**src/rtl/cond_logic_if.sv**
```systemverilog
// Decoder-to-conditional-stage signal bundle: raw strobes and ALU flags in,
// gated strobes, condition result and registered flags out.
interface cond_logic_if;
    logic [3:0] cond;
    logic [3:0] aluflags;
    logic [1:0] flagw;
    logic       pcs;
    logic       regw;
    logic       memw;
    logic       stall;
    logic       pcsrc;
    logic       regwrite;
    logic       memwrite;
    logic       condex;
    logic [3:0] flags;

    modport master (
        output cond, aluflags, flagw, pcs, regw, memw, stall,
        input  pcsrc, regwrite, memwrite, condex, flags
    );

    modport slave (
        input  cond, aluflags, flagw, pcs, regw, memw, stall,
        output pcsrc, regwrite, memwrite, condex, flags
    );
endinterface

```
**src/rtl/cond_logic.sv**
```systemverilog
// Conditional-execution stage: holds NZCV, evaluates the condition field
// against the registered flags and gates the decoder's write strobes.
module cond_logic #(
    parameter logic [3:0] RESET_FLAGS = 4'b0000
) (
    input logic          clk,
    input logic          reset_n,
    cond_logic_if.slave  bus
);

    typedef enum logic [3:0] {
        CC_EQ = 4'h0, CC_NE = 4'h1, CC_CS = 4'h2, CC_CC = 4'h3,
        CC_MI = 4'h4, CC_PL = 4'h5, CC_VS = 4'h6, CC_VC = 4'h7,
        CC_HI = 4'h8, CC_LS = 4'h9, CC_GE = 4'hA, CC_LT = 4'hB,
        CC_GT = 4'hC, CC_LE = 4'hD, CC_AL = 4'hE, CC_NV = 4'hF
    } cond_e;

    logic [3:0] flags_q;
    logic       n, z, c, v;
    logic       condex;
    logic       enable;
    cond_e      cc;

    assign {n, z, c, v} = flags_q;
    assign cc           = cond_e'(bus.cond);

    always_comb begin
        condex = 1'b1;
        case (cc)
            CC_EQ:   condex = z;
            CC_NE:   condex = ~z;
            CC_CS:   condex = c;
            CC_CC:   condex = ~c;
            CC_MI:   condex = n;
            CC_PL:   condex = ~n;
            CC_VS:   condex = v;
            CC_VC:   condex = ~v;
            CC_HI:   condex = c & ~z;
            CC_LS:   condex = ~c | z;
            CC_GE:   condex = (n == v);
            CC_LT:   condex = (n != v);
            CC_GT:   condex = ~z & (n == v);
            CC_LE:   condex = z | (n != v);
            default: condex = 1'b1;
        endcase
    end

    // Reset also kills the strobes combinationally, not just the flag state.
    assign enable       = condex & ~bus.stall & reset_n;
    assign bus.pcsrc    = bus.pcs  & enable;
    assign bus.regwrite = bus.regw & enable;
    assign bus.memwrite = bus.memw & enable;
    assign bus.condex   = condex;
    assign bus.flags    = flags_q;

    always_ff @(posedge clk) begin
        if (!reset_n) begin
            flags_q <= RESET_FLAGS;
        end else if (enable) begin
            if (bus.flagw[1]) flags_q[3:2] <= bus.aluflags[3:2];
            if (bus.flagw[0]) flags_q[1:0] <= bus.aluflags[1:0];
        end
    end

endmodule

```
**src/flat_wrapper.sv**
```systemverilog
// flat-port wrapper written by rule: the top's interface ports become plain ports
module cond_logic_flat 
#(
    parameter logic [3:0] RESET_FLAGS = 4'b0000
)
  (clk, reset_n, bus_cond, bus_aluflags, bus_flagw, bus_pcs, bus_regw, bus_memw, bus_stall, bus_pcsrc, bus_regwrite, bus_memwrite, bus_condex, bus_flags);
  cond_logic_if bus_i ();
  input logic clk;
  input logic reset_n;
  input wire logic [$bits(bus_i.cond)-1:0] bus_cond;
  input wire logic [$bits(bus_i.aluflags)-1:0] bus_aluflags;
  input wire logic [$bits(bus_i.flagw)-1:0] bus_flagw;
  input wire logic [$bits(bus_i.pcs)-1:0] bus_pcs;
  input wire logic [$bits(bus_i.regw)-1:0] bus_regw;
  input wire logic [$bits(bus_i.memw)-1:0] bus_memw;
  input wire logic [$bits(bus_i.stall)-1:0] bus_stall;
  output wire logic [$bits(bus_i.pcsrc)-1:0] bus_pcsrc;
  output wire logic [$bits(bus_i.regwrite)-1:0] bus_regwrite;
  output wire logic [$bits(bus_i.memwrite)-1:0] bus_memwrite;
  output wire logic [$bits(bus_i.condex)-1:0] bus_condex;
  output wire logic [$bits(bus_i.flags)-1:0] bus_flags;
  assign bus_i.cond = bus_cond;
  assign bus_i.aluflags = bus_aluflags;
  assign bus_i.flagw = bus_flagw;
  assign bus_i.pcs = bus_pcs;
  assign bus_i.regw = bus_regw;
  assign bus_i.memw = bus_memw;
  assign bus_i.stall = bus_stall;
  assign bus_pcsrc = bus_i.pcsrc;
  assign bus_regwrite = bus_i.regwrite;
  assign bus_memwrite = bus_i.memwrite;
  assign bus_condex = bus_i.condex;
  assign bus_flags = bus_i.flags;
  cond_logic #(.RESET_FLAGS(RESET_FLAGS)) u_core (.clk(clk), .reset_n(reset_n), .bus(bus_i));
endmodule
```
**config.mk**
```make
export PLATFORM = sky130hd
export DESIGN_NAME = cond_logic_flat
export DESIGN_NICKNAME = d
export VERILOG_FILES = /design/src/rtl/cond_logic_if.sv /design/src/rtl/cond_logic.sv /design/src/flat_wrapper.sv
export SDC_FILE = /design/constraint.sdc
export NUM_CORES = 1
export LEC_CHECK = 0
export BUFFER_PORTS_ARGS = -buffer_cell sky130_fd_sc_hd__buf_2
export CAP_MARGIN = 10
export CORE_MARGIN = 1.5
export CORE_UTILIZATION = 30
export DETAILED_ROUTE_END_ITERATION = 8
export PLACE_DENSITY = 0.57
export SLEW_MARGIN = 20
export SYNTH_ARGS = -nofsm -noshare
export SYNTH_HDL_FRONTEND = slang
export SYNTH_SLANG_ARGS = --single-unit
```
**constraint.sdc**
```tcl
create_clock -name clk -period 3.1 [get_ports clk]
set_clock_uncertainty 0.15 [all_clocks]
set_input_delay 0.31 -clock clk [delete_from_list [all_inputs] [get_ports clk]]
set_output_delay 0.31 -clock clk [all_outputs]
set_load 0.05 [all_outputs]
```
==> out/metrics.sh <==
ROUTE.DETAILED.VIAS_PER_INST=5.22
STATUS='finished, final reports clean'
EDFF_COUNT_SYNTH=0
ROUTE.DETAILED.DRC=0
SYN-NUM-NETS=64
PATH_CELLS='mux2_1 > o21ai_2 > o221ai_2 > a311oi_4 > and2_1 > buf_2'
YOSYSTOPAREACELL='dfxtp_1'
OVERALL_DIE_AREA_UM2=1740
TIMING.FINAL.CRIT_SHARE=0.831
LARGEST_REGISTER_FF_COUNT=4
YOSYS_REGISTER_BITS=4
SYNTH-SEQ-AREA-SHARE=0.178
WORST_SLEW_PIN_SLEW_PS=358
TIMING.CRITICAL_PATH.FROM_TYPE='flip-flop'
FLOORPLAN.CORE_AREA_UM2=1350
POWER_SHARE_OF_THE_SEQUENTIAL_GROUP=0.291
TIMING.FINAL.SETUP_VIOLATIONS=0
R2R_SETUP_SLACK_PS=1270
GRT_START_MAX_NET_PINS=12
CTS.CLK_SLEW.WORST_PATHS_PS=40
GR-USAGE-ALL-LAYERS=0.125
CTS.PATH.MAX_BUFFERS=2
DETAIL_ROUTE.ITER0.VIOLATIONS=6
CRITICAL-PATH-MAX-STAGE-DELAY_PS=430
PORT_BUFFERS=23
POST-CTS-SETUP-BUFFER-COUNT=0
NETS=91
HOLD_VIOL=0
TRITONCTS='yes'
SYNTH_FF_TYPE='dfxtp_1'
SYNTH.TOP_CELL.AREA_SHARE=0.178
SLEW_VIOLATIONS=0
CLKLATENCYLATEPIN_PS=230
WORST_HOLD_PATH_TYPE='in2reg'
GRT_PASS1_VIAS=400
CTS.SINKS=4
SYN-MEAN-INSTANCE-AREA_UM2=9.38
DIE_HEIGHT_UM=41.8
PLACE_AREA_UM2=573
SHARE_COMB_OF_TOTAL_POWER=0.386
DETAILEDROUTE.FIRSTPASSITERATIONCOUNT=4
FILLCELLCOUNT=139
TOTAL_SWITCHING_POWER_uW=71.6
TIMING.SETUP.CRITICAL_PATH_CLASS='reg2out'
GRT_PASS1_WL_UM=1700
P_SW_FRAC=0.359
POSTSYNTHCELLCOUNT=48
ROWS=13
ROUTED_WIRE_LENGTH_PER_INSTANCE_UM=11.5
FINAL.SETUP.TNS_PS=0
DRT_TOTAL_WL_UM=1010
FINAL_LAYOUT_SIZE_SUFFIX_GT1_FRAC=0.466
WORSTPATHARRIVAL_PS=2120
UNREPAIRED_SETUP_ENDPOINTS_AFTER_GLOBAL_ROUTING='no'
DIODES=0
DIE_WIDTH_UM=41.8
YOSYS.CELL_TYPES.COUNT=27
NUMCTSBUFFERS=3
POST-ROUTE-MIN-PERIOD_PS=2580
POST_SYNTH_MAIN_AREA_CONTRIBUTORS='dfxtp_1 18%, and2_1 9.7%, o2bb2ai_1 7.8%, a311oi_4 5.8%, mux4_1 5.8%'
CTS.HOLD.BUFFERS_ADDED=0
MOSTFREQUENTLAYOUTCELL='buf_2'
DETAIL-ROUTE-ANTENNA-NETS=0
TOTALPOWERFINAL_uW=200
P_LEAK_nW=0.267
TIMING.SLEW.HEADROOM=0.760
CRIT_SLOWEST_CELL='dfxtp_1'
ANTENNA_VIOLATIONS_BEFORE_REPAIR=0
TIMING.FMAX_GHz=0.388
INITIAL_CORE_UTIL=0.334
IRDROPWORSTVDD_V=0.000192
CRIT_REQUIRED_PS=2640
LAYOUT.CELLS.MOST_COMMON_LIST='23 x buf_2, 7 x and2_1, 4 x nand2_1, 4 x o2bb2ai_1, 4 x dfxtp_1'
POWER.DENSITY_CELL_AREA_nW_PER_UM2=335
AREA_DELTA_SYNTH_FINAL_PCT=32.2
CTS.ROOT.BUFFER_CELL='clkbuf_4'
WORST_SETUP_PATH_END_KIND='output pin'
NETLIST_AREA_UM2=450
ASYNC_FLOP_SHARE=0
PWR-SHARE-CLK=0.323
MAXCAPVIOLATIONS=0
CLOCK_TREE.HTREE_LEVEL_COUNT=1
WORSTPATHMAXFANOUT=7
GLOBAL_ROUTE.OVERFLOW_TOTAL=0
CELL_INTERNAL_PWR_uW=128
VIAS=459
PLACE.GP.CONGESTION=0.722
SYNTH_WARNINGS=0
NUM_IO_PINS=24
POST_CTS_RESIZED=0
LAYOUT.CELL_AREA.NON_FILLER_UM2=596
-- layer usage --
metal | wire, um | global-route usage | share of wire | vias to the layer above
met5 | 0 | 0 | 0 | -
met4 | 0 | 0.0581 | 0 | 0
met3 | 60 | 0.0478 | 0.060 | 0
met2 | 498 | 0.188 | 0.49 | 18
met1 | 450 | 0.157 | 0.45 | 207
li1 | - | - | - | 234
-- worst max-delay path, delay by kind of cell (launching register included) --
| kind | cells | cell delay, ps |
|---|---|---|
| AOI/OAI and AO/OA | 3 | 640 |
| buffers and inverters | 1 | 260 |
| and+or+nand+nor | 1 | 180 |
| DFF | 1 | 430 |
| muxes | 1 | 370 |
-- area by class of cell --
type                       count  area [um^2]  share of cell area
clock buffer                   3         22.5              0.0378
inverter                       4         28.8              0.0483
multi-input combinational     39          330               0.555
sequential                     4         80.1               0.134
tap                           15         18.8              0.0315
timing repair buffer          23          115               0.193
-- kinds of logic (layout without fill, tap and decap cells) --
group | Yosys count | in the layout | share of synthesized area
buffers and inverters | 5 | 30 | 0.0889
xor gates and xnor gates | 2 | 2 | 0.0389
and+or+nand+nor | 19 | 19 | 0.242
muxes | 2 | 2 | 0.0833
DFF | 4 | 4 | 0.178
AOI/OAI and AO/OA | 16 | 16 | 0.369
-- path summary, 6_finish.rpt --
path / start / end / cells after the start
max: u_core.bus.flags[0]$_SDFFE_PN0P_ / bus_memwrite / 6
min: reset_n / u_core.bus.flags[0]$_SDFFE_PN0P_ / 3
max reg2reg: u_core.bus.flags[0]$_SDFFE_PN0P_ / u_core.bus.flags[1]$_SDFFE_PN0P_ / 5
min reg2reg: u_core.bus.flags[1]$_SDFFE_PN0P_ / u_core.bus.flags[1]$_SDFFE_PN0P_ / 2
-- power by group through the flow --
stage | clock network (mW) | registers, mW | logic, mW
after global placement | 0 | 0.0589 | 0.0773
after detailed placement | 0 | 0.0588 | 0.0774
after global routing | 0.0705 | 0.0584 | 0.0835
after floorplan | 0 | 0.0659 | 0.0482
final | 0.0645 | 0.0581 | 0.0771
after CTS | 0.0689 | 0.0580 | 0.0776
-- synth_stat cells (2+ instances only) --
library cell	n
nand2_1	4
xnor2_1	2
o21ai_2	2
o2bb2ai_1	4
dfxtp_1	4
a311oi_1	2
and2_1	7
inv_1	3
a21oi_1	2
-- per-stage QoR --
| step | std cells | hold WS, ps | worst slack, ps | util |
|---|---|---|---|---|
| after floorplan | 48 | 314 | 511 | - |
| after global placement | 85 | 388 | 758 | 0.424 |
| after detailed placement | 85 | 385 | 748 | 0.424 |
| after CTS | 88 | 226 | 500 | 0.441 |
| after global routing | 88 | 238 | 375 | 0.441 |
| final | 88 | 233 | 525 | 0.441 |
Note: power is estimated with default switching activity, not from simulation.
